--- src/rtl/updown_pkg.sv ---
// Shared types and constants for the up/down button pulse generator.
package updown_pkg;

    // Per-button command state: waiting, first pulse, held, auto-repeating
    typedef enum logic [1:0] {
        IDLE   = 2'd0,
        PRESS  = 2'd1,
        HOLD   = 2'd2,
        REPEAT = 2'd3
    } btn_state_t;

    // Depth of the metastability synchroniser on each raw button input
    localparam int SYNC_STAGES = 2;

    // Larger of two integers, used to size the shared repeat timer
    function automatic int max_int(input int a, input int b);
        return (a > b) ? a : b;
    endfunction

endpackage

--- src/rtl/updown_pulse_gen_button_channel.sv ---
// One button path: synchroniser, debouncer, command FSM and repeat timer.
// The pulse output is combinational here and is registered by the top level,
// so a state transition and its output register update share the same edge.
module button_channel
    import updown_pkg::*;
#(
    parameter int DebounceCycles    = 1_000_000,
    parameter bit RepeatOn          = 1'b0,
    parameter int RepeatDelayCycles = 25_000_000,
    parameter int RepeatRateCycles  = 10_000_000
) (
    input  logic clock,
    input  logic reset,
    input  logic btn,
    input  logic inhibit,
    output logic level,
    output logic pulse
);

    localparam int DB_W  = $clog2(DebounceCycles);
    localparam int TMR_W = $clog2(max_int(RepeatDelayCycles, RepeatRateCycles));

    localparam logic [DB_W-1:0]  DB_LAST    = DB_W'(DebounceCycles - 1);
    localparam logic [TMR_W-1:0] DELAY_LAST = TMR_W'(RepeatDelayCycles - 1);
    localparam logic [TMR_W-1:0] RATE_LAST  = TMR_W'(RepeatRateCycles - 1);

    logic [SYNC_STAGES-1:0] sync_q;
    logic                   synced;
    logic [DB_W-1:0]        db_cnt;
    logic                   level_q;
    btn_state_t             state, state_nx;
    logic [TMR_W-1:0]       timer, timer_nx;
    logic                   fire;

    assign synced = sync_q[SYNC_STAGES-1];
    assign level  = level_q;
    assign pulse  = fire;

    // Shift the raw button through the synchroniser chain
    always_ff @(posedge clock) begin
        if (reset) begin
            sync_q <= '0;
        end else begin
            sync_q <= {sync_q[SYNC_STAGES-2:0], btn};
        end
    end

    // Accept a new level only after it has disagreed for DebounceCycles clocks
    always_ff @(posedge clock) begin
        if (reset) begin
            db_cnt  <= '0;
            level_q <= 1'b0;
        end else if (synced == level_q) begin
            db_cnt <= '0;
        end else if (db_cnt == DB_LAST) begin
            level_q <= synced;
            db_cnt  <= '0;
        end else begin
            db_cnt <= db_cnt + 1'b1;
        end
    end

    // Next-state logic: release wins, then the interlock, then normal sequencing
    always_comb begin
        state_nx = state;
        timer_nx = timer;
        fire     = 1'b0;
        if (!level_q) begin
            state_nx = IDLE;
            timer_nx = '0;
        end else if (inhibit) begin
            state_nx = HOLD;
            timer_nx = '0;
        end else begin
            case (state)
                IDLE: begin
                    state_nx = PRESS;
                    timer_nx = '0;
                    fire     = 1'b1;
                end
                PRESS: begin
                    state_nx = HOLD;
                    if (RepeatOn) begin
                        timer_nx = timer + 1'b1;
                    end
                end
                HOLD: begin
                    if (RepeatOn) begin
                        if (timer == DELAY_LAST) begin
                            state_nx = REPEAT;
                            timer_nx = '0;
                            fire     = 1'b1;
                        end else begin
                            timer_nx = timer + 1'b1;
                        end
                    end
                end
                REPEAT: begin
                    if (timer == RATE_LAST) begin
                        timer_nx = '0;
                        fire     = 1'b1;
                    end else begin
                        timer_nx = timer + 1'b1;
                    end
                end
                default: begin
                    state_nx = IDLE;
                    timer_nx = '0;
                end
            endcase
        end
    end

    // Register the command FSM and its repeat timer
    always_ff @(posedge clock) begin
        if (reset) begin
            state <= IDLE;
            timer <= '0;
        end else begin
            state <= state_nx;
            timer <= timer_nx;
        end
    end

endmodule

--- src/rtl/updown_pulse_gen.sv ---
// Turns two raw push-buttons into clean one-clock Up/Down counter commands.
// Holds the interlock between the two channels and the output registers.
module updown_pulse_gen
    import updown_pkg::*;
#(
    parameter int    DebounceCycles    = 1_000_000,
    parameter string RepeatEnable      = "No",
    parameter int    RepeatDelayCycles = 25_000_000,
    parameter int    RepeatRateCycles  = 10_000_000
) (
    input  logic Clock,
    input  logic Reset,
    input  logic BtnUp,
    input  logic BtnDown,
    output logic Up,
    output logic Down,
    output logic Busy
);

    localparam bit REPEAT_ON = (RepeatEnable == "Yes");

    logic level_up, level_down;
    logic pulse_up, pulse_down;
    logic both_held;

    assign both_held = level_up & level_down;

    button_channel #(
        .DebounceCycles   (DebounceCycles),
        .RepeatOn         (REPEAT_ON),
        .RepeatDelayCycles(RepeatDelayCycles),
        .RepeatRateCycles (RepeatRateCycles)
    ) up_channel (
        .clock  (Clock),
        .reset  (Reset),
        .btn    (BtnUp),
        .inhibit(both_held),
        .level  (level_up),
        .pulse  (pulse_up)
    );

    button_channel #(
        .DebounceCycles   (DebounceCycles),
        .RepeatOn         (REPEAT_ON),
        .RepeatDelayCycles(RepeatDelayCycles),
        .RepeatRateCycles (RepeatRateCycles)
    ) down_channel (
        .clock  (Clock),
        .reset  (Reset),
        .btn    (BtnDown),
        .inhibit(both_held),
        .level  (level_down),
        .pulse  (pulse_down)
    );

    // Register commands with the interlock applied, and Busy alongside them
    always_ff @(posedge Clock) begin
        if (Reset) begin
            Up   <= 1'b0;
            Down <= 1'b0;
            Busy <= 1'b0;
        end else begin
            Up   <= pulse_up & ~both_held;
            Down <= pulse_down & ~both_held;
            Busy <= level_up | level_down;
        end
    end

endmodule

--- config.mk ---
export PLATFORM = sky130hd
export DESIGN_NAME = updown_pulse_gen
export DESIGN_NICKNAME = d
export VERILOG_FILES = /design/src/rtl/updown_pkg.sv /design/src/rtl/updown_pulse_gen_button_channel.sv /design/src/rtl/updown_pulse_gen.sv
export SDC_FILE = /design/constraint.sdc
export NUM_CORES = 1
export LEC_CHECK = 0
export BUFFER_PORTS_ARGS = -buffer_cell sky130_fd_sc_hd__buf_2
export CORE_AREA = 3 3 96 98
export CTS_BUF_LIST = sky130_fd_sc_hd__clkbuf_8 sky130_fd_sc_hd__clkbuf_16
export DETAILED_ROUTE_END_ITERATION = 6
export DIE_AREA = 0 0 99 101
export PLACE_DENSITY_LB_ADDON = 0.25
export SLEW_MARGIN = 10
export SYNTH_ARGS = -nofsm -noshare
export SYNTH_HDL_FRONTEND = slang
export SYNTH_SLANG_ARGS = --single-unit
--- constraint.sdc ---
create_clock -name Clock -period 2.5 [get_ports Clock]
set_clock_uncertainty 0.1 [all_clocks]
set_input_delay 0.625 -clock Clock [delete_from_list [all_inputs] [get_ports Clock]]
set_output_delay 0.625 -clock Clock [all_outputs]
set_load 0.02 [all_outputs]
==> impl_metrics.prom, run 1 <==
# TYPE chip_impl_metric gauge
chip_impl_metric{name="pwr-share-comb",unit=""} 0.006
chip_impl_metric{name="io_buffers",unit=""} 6
chip_impl_metric{name="cp_data_arrival_time",unit="ps"} 2400
chip_impl_metric{name="synthDominantCellAreaShare",unit=""} 0.409
chip_impl_metric{name="totalWireLength",unit="mm"} 9.39
chip_impl_info{name="startpoint",value="up_channel.timer[8]"} 1
chip_impl_metric{name="synth_seq_cells",unit=""} 103
chip_impl_info{name="leading_cell_type_by_number_of_instances_after_synthesis",value="sky130_fd_sc_hd__dfxtp_1"} 1
chip_impl_metric{name="p_int",unit="mW"} 2.22
chip_impl_metric{name="adder_and_majority_cell_fraction_of_the_synthesized_area",unit=""} 0.0248
chip_impl_metric{name="setup-violations-final",unit=""} 0
chip_impl_metric{name="use_met3",unit=""} 0.0429
chip_impl_metric{name="max_clock_freq",unit="GHz"} 0.447
chip_impl_metric{name="placement_rows",unit=""} 34
chip_impl_info{name="r2r-start",value="up_channel.timer[8]"} 1
chip_impl_metric{name="muxShareOfSynthArea",unit=""} 0.00397
chip_impl_metric{name="die_w",unit="um"} 99
chip_impl_info{name="path_class",value="flip-flop to flip-flop"} 1
chip_impl_metric{name="finalSetupTns",unit="ps"} 0
chip_impl_info{name="busiest_layer",value="met2"} 1
chip_impl_metric{name="clk_latency",unit="ps"} 360
chip_impl_metric{name="peakVddDrop",unit="V"} 0.000235
chip_impl_metric{name="synthesis.instances",unit=""} 583
chip_impl_metric{name="routedWlPerCell",unit="um"} 13.4
chip_impl_metric{name="slew_worst_pin",unit="ps"} 669
chip_impl_metric{name="mappedNetlistArea",unit="sq mm"} 0.00505
chip_impl_metric{name="switching_power",unit="mW"} 0.571
chip_impl_info{name="leading_cell_types_by_count_after_synthesis",value="sky130_fd_sc_hd__dfxtp_1 (103), sky130_fd_sc_hd__nor2_1 (74), sky130_fd_sc_hd__nand2_1 (53)"} 1
chip_impl_metric{name="seq_area_frac_synth",unit=""} 0.409
chip_impl_metric{name="maxCapViolations",unit=""} 0
chip_impl_metric{name="postSynthAreaPerCell",unit="sq um"} 8.66
chip_impl_metric{name="timing.final.max_slew_violations",unit=""} 0
chip_impl_metric{name="clock_power_share",unit=""} 0.404
chip_impl_metric{name="async_reset_ff_frac",unit=""} 0
chip_impl_metric{name="post-dp-hpwl",unit="mm"} 6.70
chip_impl_info{name="clk_root_buffer_cell",value="sky130_fd_sc_hd__clkbuf_8"} 1
chip_impl_info{name="result_of_the_run",value="finished clean"} 1
chip_impl_metric{name="post_cts_resized",unit=""} 0
chip_impl_info{name="unrepaired_setup_endpoints_after_global_routing",value="false"} 1
chip_impl_metric{name="cts-buffers-inserted",unit=""} 9
chip_impl_metric{name="drt_first_iter_violations",unit=""} 223
chip_impl_metric{name="via_per_inst",unit=""} 5.77
chip_impl_metric{name="fin_nets",unit=""} 602
chip_impl_info{name="worstSetupEndpointType",value="flip-flop"} 1
chip_impl_info{name="critPathLaunchType",value="flip-flop"} 1
chip_impl_metric{name="clk_transition_reported_paths",unit="ps"} 100
chip_impl_metric{name="total_leakage_power",unit="nW"} 1.76
chip_impl_metric{name="fp.dieArea",unit="sq mm"} 0.0100
chip_impl_metric{name="track_usage",unit=""} 0.198
chip_impl_metric{name="gp_congestion",unit=""} 0.836
chip_impl_metric{name="seq_power_share",unit=""} 0.590
chip_impl_metric{name="maxSlewHeadroom",unit=""} 0.551
chip_impl_metric{name="grt_overflow_total",unit=""} 0
chip_impl_metric{name="core_region_area",unit="sq mm"} 0.00855
chip_impl_metric{name="synth-compound-area-share",unit=""} 0.0801
chip_impl_metric{name="clock_tree.buffer_depth",unit=""} 2
chip_impl_metric{name="syn_nets",unit=""} 597
chip_impl_metric{name="count_of_unique_library_cells_instantiated_by_yosys",unit=""} 60
chip_impl_info{name="tritoncts",value="yes"} 1
chip_impl_metric{name="initial_core_util",unit=""} 0.590
chip_impl_metric{name="synth.yosys.warnings",unit=""} 0
chip_impl_metric{name="first_pass_iters",unit=""} 5
chip_impl_metric{name="die-height",unit="um"} 101
chip_impl_metric{name="clock_sinks",unit=""} 103
chip_impl_metric{name="cellPowerDensity",unit="mW/mm^2"} 515
chip_impl_info{name="synth_top_family_by_area",value="simple AND/OR/NAND/NOR gates"} 1
chip_impl_metric{name="post_cts_hold_fix_bufs",unit=""} 0
chip_impl_metric{name="report.power.total",unit="mW"} 2.79
chip_impl_metric{name="via_count",unit=""} 4047
chip_impl_metric{name="cts_max_level",unit=""} 3
chip_impl_metric{name="n_antenna_cell",unit=""} 0
chip_impl_metric{name="number_of_global_route_vias_before_repair",unit=""} 3805
chip_impl_metric{name="layout.filler_cells",unit=""} 731
chip_impl_metric{name="grt_antenna_before_repair",unit=""} 0
chip_impl_info{name="cell_types_with_the_largest_area_share_after_synthesis",value="sky130_fd_sc_hd__dfxtp_1 (41%), sky130_fd_sc_hd__xor2_1 (5.7%), sky130_fd_sc_hd__nor2_1 (5.5%)"} 1
chip_impl_metric{name="use_met1",unit=""} 0.259
chip_impl_metric{name="design.portCount",unit=""} 7
chip_impl_metric{name="switching_share",unit=""} 0.205
chip_impl_metric{name="endpoints_failing_hold",unit=""} 0
chip_impl_info{name="synth.largest_area_cell",value="sky130_fd_sc_hd__dfxtp_1"} 1
chip_impl_info{name="hold_start",value="up_channel.sync_q[0]"} 1
chip_impl_info{name="synth_ff_type",value="sky130_fd_sc_hd__dfxtp_1"} 1
chip_impl_metric{name="post_synth_and_or_nand_nor_area_fraction",unit=""} 0.345
chip_impl_metric{name="min_period_over_period",unit=""} 0.896
chip_impl_metric{name="post-route-drc-count",unit=""} 0
chip_impl_metric{name="synth_edf_count",unit=""} 0
chip_impl_metric{name="use_met2",unit=""} 0.327
chip_impl_metric{name="largest_net_degree_at_the_start_of_global_routing",unit=""} 21
chip_impl_metric{name="final_antenna_net_count",unit=""} 0
chip_impl_metric{name="worstPathRequired",unit="ps"} 2660
chip_impl_metric{name="grt_first_pass_wirelength",unit="mm"} 16.7
chip_impl_metric{name="worstPathMaxFanout",unit=""} 9
chip_impl_info{name="holdCritPathClass",value="flip-flop to flip-flop"} 1
chip_impl_metric{name="post-cts-setup-buffers",unit=""} 0
chip_impl_metric{name="yosys.area_share.xor_xnor",unit=""} 0.104
chip_impl_metric{name="proportion_of_layout_cells_with_a_drive_suffix_above_1",unit=""} 0.103
chip_impl_metric{name="synthToLayoutAreaGrowth",unit="%"} 7.24
chip_impl_metric{name="fin_crit",unit="ps"} 2240
through the flow:
step            util  cell area, sq um  worst slack [ps]  hold slack [ps]  std cells
2_1_floorplan      -              5050               307              314        583
3_3_place_gp   0.607              5190               255              325        685
3_5_place_dp   0.607              5190               238              335        685
4_1_cts        0.633              5410               270              361        701
5_1_grt        0.633              5410               112              368        701
6_report       0.633              5410               261              358        701
power groups by stage:
stage | sequential, mW | clock (mW) | combinational (mW)
detailed placement | 1.68 | 0 | 0.0172
floorplan | 1.68 | 0 | 0.0110
CTS | 1.65 | 1.16 | 0.0175
global route | 1.65 | 1.22 | 0.0191
finish | 1.65 | 1.13 | 0.0170
global placement | 1.68 | 0 | 0.0169
registers in the layout, indices dropped and copies added (netlist names):
register             cells
up_channel.db_cnt       20
down_channel.db_cnt     20
up_channel.timer        25
up_channel.level         1
down_channel.timer      25
down_channel.state       2
Up                       1
up_channel.state         2
up_channel.sync_q        2
Down                     1
Busy                     1
down_channel.level       1
down_channel.sync_q      2
cell families (layout without fill, tap and decap cells):
family,Yosys count,in the layout
and+or+nand+nor,311,311
buffers and inverters,37,47
AOI/OAI and AO/OA,60,60
DFF,103,103
muxes,2,2
adders and majority gates,10,10
xor gates and xnor gates,60,60
path summary, 6_finish.rpt:
path                                        endpoint  slack, ps  cells past startpoint
worst max-delay path            up_channel.timer[20]        260                      5
worst min-delay path            up_channel.sync_q[1]        360                      1
worst max register to register  up_channel.timer[20]        260                      5
worst min register to register  up_channel.sync_q[1]        360                      1
cell usage in the layout (no fill, tap or decap), drive strengths merged, types with 5 or more instances in the layout:
master    n
xnor2    27
or4       7
and4      7
xor2     33
buf      18
nand3b    7
nand3    31
nor2b    13
nor2     84
a21oi    18
nor4     11
nor3     11
nand4    29
and2      7
and3     18
a31oi    14
dfxtp   103
nor3b     7
inv      16
nand2    53
clkbuf    9
nor4b     5
ha       10
o21ai     8
worst max-delay path, cell delays in order (launching register included):
cell and delay [ps]:
sky130_fd_sc_hd__dfxtp_1 510, sky130_fd_sc_hd__nand4_1 210, sky130_fd_sc_hd__nor4_1 600, sky130_fd_sc_hd__nand3_1 230, sky130_fd_sc_hd__and3_1 250, sky130_fd_sc_hd__a221o_1 240
metal layers:
layer,vias up,part of all wire
li1,2059,-
met1,1897,0.47
met2,78,0.48
met3,13,0.037
met4,0,0.011
met5,-,0
area by class of cell:
cell class              instances  area (sq um)  share of cell area
clock buffers                   9           124              0.0229
clock inverters                 7          93.8              0.0173
inverters                      13          48.8             0.00902
multi-input cells             443          2820               0.520
flip-flops and latches        103          2060               0.381
well taps                     108           135              0.0250
repair buffers                 18           133              0.0245
Power figures use the tool's default switching activity.
==> inputs of run 2 (changes only) <==
--- a/config.mk
+++ b/config.mk
@@ -13,2 +13,3 @@
 export PLACE_DENSITY_LB_ADDON = 0.25
+export SKIP_LAST_GASP = 1
 export SLEW_MARGIN = 10
==> constraint.sdc (replaced) <==
create_clock -name Clock -period 2.5 [get_ports Clock]
set_clock_uncertainty 0.1 [all_clocks]
set_input_delay 0.125 -clock Clock [delete_from_list [all_inputs] [get_ports Clock]]
set_output_delay 0.125 -clock Clock [all_outputs]
set_load 0.02 [all_outputs]
==> run 2 against run 1 <==
Utilization up 0.20 points. Maximum frequency down 2.0%. Global-route usage up 0.36 points. Non-clock buffer count up 4. Clock-buffer cell count up 1. Wire length up 2.9%. Sequential share of layout area down 0.12 points. Register-to-register slack worse by 40 ps. Hold slack worse by 0.96 ps. First-iteration DRC count down 17%. Setup slack worse by 45 ps.
==> impl_metrics.prom, run 2 (synthesis gave the netlist of run 1 again) <==
# TYPE chip_impl_metric gauge
chip_impl_metric{name="totalWireLength",unit="mm"} 9.66
chip_impl_metric{name="drt_first_iter_violations",unit=""} 186
chip_impl_metric{name="fp.dieArea",unit="sq mm"} 0.0100
chip_impl_metric{name="finalHoldWorstSlack",unit="ps"} 357
chip_impl_metric{name="clk_latency",unit="ps"} 360
chip_impl_metric{name="via_per_inst",unit=""} 5.71
chip_impl_info{name="unrepaired_setup_endpoints_after_global_routing",value="false"} 1
chip_impl_metric{name="proportion_of_layout_cells_with_a_drive_suffix_above_1",unit=""} 0.102
chip_impl_metric{name="maxCapViolations",unit=""} 0
chip_impl_info{name="path_cells",value="ha_1 -> inv_1 -> nor4_1 -> nand3_1 -> and3_1 -> a221o_1"} 1
chip_impl_metric{name="seq_power_share",unit=""} 0.601
chip_impl_metric{name="clock_power_share",unit=""} 0.391
chip_impl_metric{name="slowest_delay",unit="ps"} 680
chip_impl_metric{name="layout.filler_cells",unit=""} 724
chip_impl_metric{name="layout.core_utilization",unit=""} 0.635
chip_impl_info{name="path_class",value="flip-flop to flip-flop"} 1
chip_impl_metric{name="maxSlewHeadroom",unit=""} 0.502
chip_impl_metric{name="worstPathMaxFanout",unit=""} 4
chip_impl_info{name="cp_slowest_cell",value="sky130_fd_sc_hd__nor4_1"} 1
chip_impl_info{name="clk_root_buffer_cell",value="sky130_fd_sc_hd__clkbuf_8"} 1
chip_impl_metric{name="cts-buffers-inserted",unit=""} 9
chip_impl_metric{name="dp_cells",unit=""} 684
chip_impl_info{name="critPathLaunchType",value="flip-flop"} 1
chip_impl_metric{name="clock_sinks",unit=""} 103
chip_impl_metric{name="fin_crit",unit="ps"} 2280
chip_impl_info{name="holdCritPathClass",value="flip-flop to flip-flop"} 1
chip_impl_info{name="worstSetupEndpointType",value="flip-flop"} 1
chip_impl_metric{name="io_buffers",unit=""} 6
chip_impl_metric{name="gp_congestion",unit=""} 0.868
chip_impl_metric{name="n_antenna_cell",unit=""} 0
chip_impl_metric{name="cell_area_after_placement",unit="sq mm"} 0.00517
chip_impl_metric{name="slew_worst_pin",unit="ps"} 740
chip_impl_metric{name="worstPathRequired",unit="ps"} 2660
chip_impl_metric{name="post-dp-hpwl",unit="mm"} 6.67
chip_impl_metric{name="design.portCount",unit=""} 7
chip_impl_metric{name="number_of_global_route_vias_before_repair",unit=""} 3801
chip_impl_metric{name="track_usage",unit=""} 0.202
chip_impl_metric{name="fin_ws",unit="ps"} 216
chip_impl_metric{name="pwr-share-comb",unit=""} 0.008
chip_impl_metric{name="die_w",unit="um"} 99
chip_impl_metric{name="final_antenna_net_count",unit=""} 0
chip_impl_metric{name="setup-violations-final",unit=""} 0
chip_impl_metric{name="via_count",unit=""} 4029
chip_impl_metric{name="max_clock_freq",unit="GHz"} 0.438
chip_impl_metric{name="postLayoutCellArea",unit="sq mm"} 0.00543
chip_impl_metric{name="switching_power",unit="mW"} 0.590
chip_impl_metric{name="synthToLayoutAreaGrowth",unit="%"} 7.59
chip_impl_metric{name="core_region_area",unit="sq mm"} 0.00855
chip_impl_info{name="result_of_the_run",value="finished clean"} 1
chip_impl_metric{name="grt_first_pass_wirelength",unit="mm"} 16.9
chip_impl_info{name="layout_common_cells",value="sky130_fd_sc_hd__dfxtp_1 (103), sky130_fd_sc_hd__nor2_1 (74), sky130_fd_sc_hd__nand2_1 (53)"} 1
chip_impl_metric{name="cellPowerDensity",unit="mW/mm^2"} 505
chip_impl_metric{name="cp_data_arrival_time",unit="ps"} 2450
chip_impl_metric{name="post-route-drc-count",unit=""} 0
chip_impl_metric{name="cts_max_level",unit=""} 3
chip_impl_metric{name="endpoints_failing_hold",unit=""} 0
chip_impl_metric{name="final_cells",unit=""} 705
chip_impl_metric{name="largest_net_degree_at_the_start_of_global_routing",unit=""} 21
chip_impl_metric{name="dp_slack",unit="ps"} 269
chip_impl_metric{name="p_int",unit="mW"} 2.15
chip_impl_metric{name="clk_transition_reported_paths",unit="ps"} 100
chip_impl_metric{name="grt_antenna_before_repair",unit=""} 0
chip_impl_metric{name="first_pass_iters",unit=""} 5
chip_impl_info{name="registers_with_the_most_flip_flops",value="down_channel.timer: 25 flops, up_channel.timer: 25 flops"} 1
chip_impl_metric{name="finalSetupTns",unit="ps"} 0
chip_impl_metric{name="switching_share",unit=""} 0.215
chip_impl_metric{name="fin_nets",unit=""} 606
chip_impl_metric{name="min_period_over_period",unit=""} 0.914
chip_impl_metric{name="sequential_standard_cell_area",unit="sq mm"} 0.00206
chip_impl_metric{name="report.power.total",unit="mW"} 2.74
chip_impl_metric{name="multi_input_area",unit="sq mm"} 0.00282
chip_impl_metric{name="routedWlPerCell",unit="um"} 13.7
chip_impl_info{name="tritoncts",value="yes"} 1
chip_impl_metric{name="total_leakage_power",unit="nW"} 1.76
chip_impl_metric{name="timing.final.max_slew_violations",unit=""} 0
chip_impl_metric{name="placement_rows",unit=""} 34
chip_impl_metric{name="clock_tree.buffer_depth",unit=""} 2
chip_impl_metric{name="initial_core_util",unit=""} 0.590
chip_impl_info{name="mostFrequentLayoutCell",value="sky130_fd_sc_hd__dfxtp_1"} 1
chip_impl_metric{name="die-height",unit="um"} 101
chip_impl_metric{name="peakVddDrop",unit="V"} 0.000244
chip_impl_metric{name="grt_overflow_total",unit=""} 0
## run 2: power groups by stage
stage               Combinational, mW  Sequential [mW]  Clock (mW)
floorplan                      0.0110             1.68           0
global placement               0.0153             1.68           0
detailed placement             0.0160             1.68           0
CTS                            0.0220             1.65        1.10
global route                   0.0248             1.65        1.16
finish                         0.0219             1.65        1.07
## run 2: critical path, delay by kind of cell (launching register included)
kind | cells | cell delay (ps)
AND/OR/NAND/NOR | 3 | 1120
flip-flops | 1 | 380
AO/OA/AOI/OAI | 1 | 250
adder cells (fa/ha/maj) | 1 | 230
buffers and inverters | 1 | 110
## run 2: worst paths after layout
| path | from | to | slack, ps | depth (start not counted) |
|---|---|---|---|---|
| min reg2reg | up_channel.sync_q[0] | up_channel.sync_q[1] | 360 | 1 |
| max reg2reg | up_channel.timer[0] | up_channel.timer[20] | 220 | 6 |
| max | up_channel.timer[0] | up_channel.timer[20] | 220 | 6 |
| min | up_channel.sync_q[0] | up_channel.sync_q[1] | 360 | 1 |
## run 2: metal layers
metal	global-route usage	vias to the layer above	wire length (um)
li1	-	2074	-
met4	0.0756	0	162
met2	0.329	70	4540
met5	0	-	0
met1	0.264	1867	4640
met3	0.0408	18	310
## run 2: cell type report
type                            count  area share
Multi-Input combinational cell    443       0.519
Sequential cell                   103       0.380
Timing Repair Buffer               22      0.0300
Clock buffer                       10      0.0254
Tap cell                          108      0.0249
Clock inverter                      6      0.0124
Inverter                           13     0.00899
## run 2: timing repair
action                                 4_1_cts  5_1_grt
endpoints found under the hold margin        7        0
setup endpoints to repair                    0        0
hold buffers                                 5        0
resized for setup                            0        0
buffers inserted                             0        0
==> inputs of run 3 (changes only) <==
ABC_AREA = 1   (was default)
CORE_AREA = 3 3 102 104   (was 3 3 96 98)
DIE_AREA = 0 0 105 107   (was 0 0 99 101)
SETUP_SLACK_MARGIN = 0.2   (was default)
==> run 3 against run 2 <==
Utilization is 0.12 points lower. Design area increased by 13%. Maximum frequency up 6.6%. Highest routed layer unchanged.
==> impl_metrics.prom, run 3 <==
# TYPE chip_impl_metric gauge
chip_impl_metric{name="maxSlewHeadroom",unit=""} 0.634
chip_impl_info{name="layout_common_cells",value="sky130_fd_sc_hd__nand2_1 (206), sky130_fd_sc_hd__nor2_1 (150), sky130_fd_sc_hd__inv_1 (116)"} 1
chip_impl_metric{name="worstPathRequired",unit="ps"} 2710
chip_impl_metric{name="postLayoutCellArea",unit="sq mm"} 0.00611
chip_impl_info{name="synth.largest_area_cell",value="sky130_fd_sc_hd__dfxtp_1"} 1
chip_impl_metric{name="final_antenna_net_count",unit=""} 0
chip_impl_metric{name="total_leakage_power",unit="nW"} 2.16
chip_impl_info{name="clk_root_buffer_cell",value="sky130_fd_sc_hd__clkbuf_8"} 1
chip_impl_metric{name="cell_area_after_placement",unit="sq mm"} 0.00586
chip_impl_metric{name="max_clock_freq",unit="GHz"} 0.467
chip_impl_metric{name="grt_overflow_total",unit=""} 0
chip_impl_metric{name="rr_worst_depth",unit=""} 8
chip_impl_metric{name="clk_transition_reported_paths",unit="ps"} 100
chip_impl_metric{name="core_region_area",unit="sq mm"} 0.00964
chip_impl_metric{name="synth.yosys.warnings",unit=""} 0
chip_impl_metric{name="finalHoldWorstSlack",unit="ps"} 349
chip_impl_metric{name="routedWlPerCell",unit="um"} 12.3
chip_impl_metric{name="post_cts_resized",unit=""} 0
chip_impl_info{name="critPathLaunchType",value="flip-flop"} 1
chip_impl_metric{name="via_count",unit=""} 5304
chip_impl_metric{name="grt_first_pass_wirelength",unit="mm"} 21.8
chip_impl_metric{name="totalWireLength",unit="mm"} 12.6
chip_impl_info{name="path_class",value="flip-flop to flip-flop"} 1
chip_impl_metric{name="io_buffers",unit=""} 6
chip_impl_info{name="leading_cell_type_by_number_of_instances_after_synthesis",value="sky130_fd_sc_hd__nand2_1"} 1
chip_impl_info{name="tritoncts",value="yes"} 1
chip_impl_metric{name="via_per_inst",unit=""} 5.18
chip_impl_metric{name="fin_crit",unit="ps"} 2140
chip_impl_metric{name="post-dp-hpwl",unit="mm"} 9.43
chip_impl_metric{name="drt_first_iter_violations",unit=""} 341
chip_impl_metric{name="synth_edf_count",unit=""} 0
chip_impl_info{name="r2r-start",value="up_channel.state[0]"} 1
chip_impl_metric{name="layout.core_utilization",unit=""} 0.634
chip_impl_info{name="unrepaired_setup_endpoints_after_global_routing",value="false"} 1
chip_impl_metric{name="cp_data_arrival_time",unit="ps"} 2360
chip_impl_metric{name="seq_area_frac_synth",unit=""} 0.361
chip_impl_metric{name="mappedNetlistArea",unit="sq mm"} 0.00571
chip_impl_info{name="registers_with_the_most_flip_flops",value="down_channel.timer: 25 flops, up_channel.timer: 25 flops"} 1
chip_impl_info{name="mostFrequentLayoutCell",value="sky130_fd_sc_hd__nand2_1"} 1
chip_impl_metric{name="grt_antenna_before_repair",unit=""} 0
chip_impl_metric{name="post-cts-setup-buffers",unit=""} 0
chip_impl_metric{name="fp.dieArea",unit="sq mm"} 0.0112
chip_impl_metric{name="peakVddDrop",unit="V"} 0.000323
chip_impl_metric{name="syn_nets",unit=""} 884
chip_impl_metric{name="synth_seq_cells",unit=""} 103
chip_impl_metric{name="min_delay_path_depth",unit=""} 2
chip_impl_metric{name="clock_tree.buffer_depth",unit=""} 2
chip_impl_metric{name="count_of_unique_library_cells_instantiated_by_yosys",unit=""} 39
chip_impl_metric{name="synthDominantCellAreaShare",unit=""} 0.361
chip_impl_metric{name="cts_max_level",unit=""} 3
chip_impl_metric{name="min_period_over_period",unit=""} 0.857
chip_impl_info{name="synth_ff_type",value="sky130_fd_sc_hd__dfxtp_1"} 1
chip_impl_info{name="startpoint",value="up_channel.state[0]"} 1
chip_impl_metric{name="fin_nets",unit=""} 899
chip_impl_metric{name="cellPowerDensity",unit="mW/mm^2"} 451
chip_impl_metric{name="largest_net_degree_at_the_start_of_global_routing",unit=""} 21
chip_impl_metric{name="die_w",unit="um"} 105
chip_impl_metric{name="finalSetupTns",unit="ps"} 0
chip_impl_metric{name="gp_congestion",unit=""} 0.960
chip_impl_info{name="leading_cell_types_by_count_after_synthesis",value="sky130_fd_sc_hd__nand2_1 (206), sky130_fd_sc_hd__nor2_1 (150), sky130_fd_sc_hd__inv_1 (115)"} 1
chip_impl_metric{name="postSynthAreaPerCell",unit="sq um"} 6.56
chip_impl_info{name="result_of_the_run",value="finished clean"} 1
chip_impl_metric{name="post_cts_hold_fix_bufs",unit=""} 5
chip_impl_metric{name="timing.final.max_slew_violations",unit=""} 0
chip_impl_metric{name="clock_sinks",unit=""} 103
chip_impl_metric{name="async_reset_ff_frac",unit=""} 0
chip_impl_metric{name="synthesis.instances",unit=""} 870
chip_impl_metric{name="slew_worst_pin",unit="ps"} 548
chip_impl_info{name="worstSetupEndpointType",value="flip-flop"} 1
chip_impl_metric{name="maxCapViolations",unit=""} 0
chip_impl_metric{name="synthToLayoutAreaGrowth",unit="%"} 6.97
chip_impl_info{name="cell_types_with_the_largest_area_share_after_synthesis",value="sky130_fd_sc_hd__dfxtp_1 (36%), sky130_fd_sc_hd__nand2_1 (14%), sky130_fd_sc_hd__nor2_1 (9.9%)"} 1
chip_impl_metric{name="first_pass_iters",unit=""} 5
chip_impl_metric{name="cts-buffers-inserted",unit=""} 9
chip_impl_metric{name="post-route-drc-count",unit=""} 0
chip_impl_metric{name="die-height",unit="um"} 107
chip_impl_info{name="holdCritPathClass",value="flip-flop to flip-flop"} 1
chip_impl_metric{name="clk_latency",unit="ps"} 380
chip_impl_metric{name="placement_rows",unit=""} 36
chip_impl_metric{name="setup-violations-final",unit=""} 0
chip_impl_metric{name="endpoints_failing_hold",unit=""} 0
chip_impl_metric{name="proportion_of_layout_cells_with_a_drive_suffix_above_1",unit=""} 0.0820
chip_impl_metric{name="initial_core_util",unit=""} 0.592
chip_impl_metric{name="number_of_global_route_vias_before_repair",unit=""} 5061
chip_impl_metric{name="design.portCount",unit=""} 7
chip_impl_metric{name="n_antenna_cell",unit=""} 0
chip_impl_info{name="hold_start",value="down_channel.sync_q[0]"} 1
chip_impl_metric{name="worstPathMaxFanout",unit=""} 15
chip_impl_metric{name="track_usage",unit=""} 0.234
run 3: cell types whose count changed in the layout (fill, tap and decap cells not counted), sizes merged, moves of 13 or more:
| cell | previous run | this run |
|---|---|---|
| nor2 | 84 | 169 |
| xnor2 | 27 | 8 |
| nand3 | 31 | 72 |
| and3 | 18 | 3 |
| nor2b | 13 | 0 |
| nor3 | 11 | 40 |
| a21oi | 18 | 50 |
| nand4 | 29 | 15 |
| nand2 | 53 | 217 |
| xor2 | 33 | 15 |
| inv | 15 | 122 |
run 3: metrics by stage:
step | setup slack, ps | power (mW) | std cells
CTS | 386 | 2.78 | 1023
detailed placement | 414 | 1.70 | 1002
global placement | 505 | 1.70 | 1002
floorplan | 844 | 1.69 | 870
global route | 221 | 2.85 | 1023
finish | 358 | 2.76 | 1023
run 3: area by class of cell:
| class | count | area (sq um) |
|---|---|---|
| multi-input combinational | 638 | 3120 |
| clock inverter | 7 | 78.8 |
| tap | 133 | 166 |
| sequential | 103 | 2060 |
| fill | 911 | 3530 |
| timing repair buffer | 15 | 110 |
| clock buffer | 9 | 124 |
| inverter | 118 | 443 |
run 3: critical path, stage by stage (launching register included):
cell and delay (ps):
sky130_fd_sc_hd__dfxtp_1 380, sky130_fd_sc_hd__inv_1 70, sky130_fd_sc_hd__ha_1 500, sky130_fd_sc_hd__inv_1 220
sky130_fd_sc_hd__nand2_1 160, sky130_fd_sc_hd__nor2_2 200, sky130_fd_sc_hd__nand2_1 90, sky130_fd_sc_hd__or2_0 200
sky130_fd_sc_hd__a21oi_1 130
run 3: worst paths after layout:
path / to / slack, ps
setup reg to reg: up_channel.timer[11] / 360
setup / recovery: up_channel.timer[11] / 360
hold reg to reg: down_channel.sync_q[1] / 350
hold / removal: down_channel.sync_q[1] / 350
run 3: logic make-up (layout without fill, tap and decap cells):
kind of cell / after synthesis / after routing / synth area share
simple gates: 531 / 531 / 0.419
buf+inv: 129 / 149 / 0.0918
flops: 103 / 103 / 0.361
compound gates: 74 / 74 / 0.0710
xor+xnor: 23 / 23 / 0.0353
fa+ha+maj: 10 / 10 / 0.0219
run 3: power by group:
| group | internal (mW) | switching (mW) | total (mW) |
|---|---|---|---|
| sequential | 1.64 | 0.00303 | 1.65 |
| combinational | 0.00997 | 0.0118 | 0.0218 |
| clock | 0.475 | 0.612 | 1.09 |
| total | 2.13 | 0.627 | 2.76 |
run 3: routing by layer:
| metal | up-vias | global-route usage | wire, um |
|---|---|---|---|
| li1 | 2783 | - | - |
| met1 | 2399 | 0.285 | 5710 |
| met2 | 105 | 0.412 | 6030 |
| met3 | 17 | 0.0482 | 654 |
| met4 | 0 | 0.0778 | 175 |
| met5 | - | 0 | 0 |
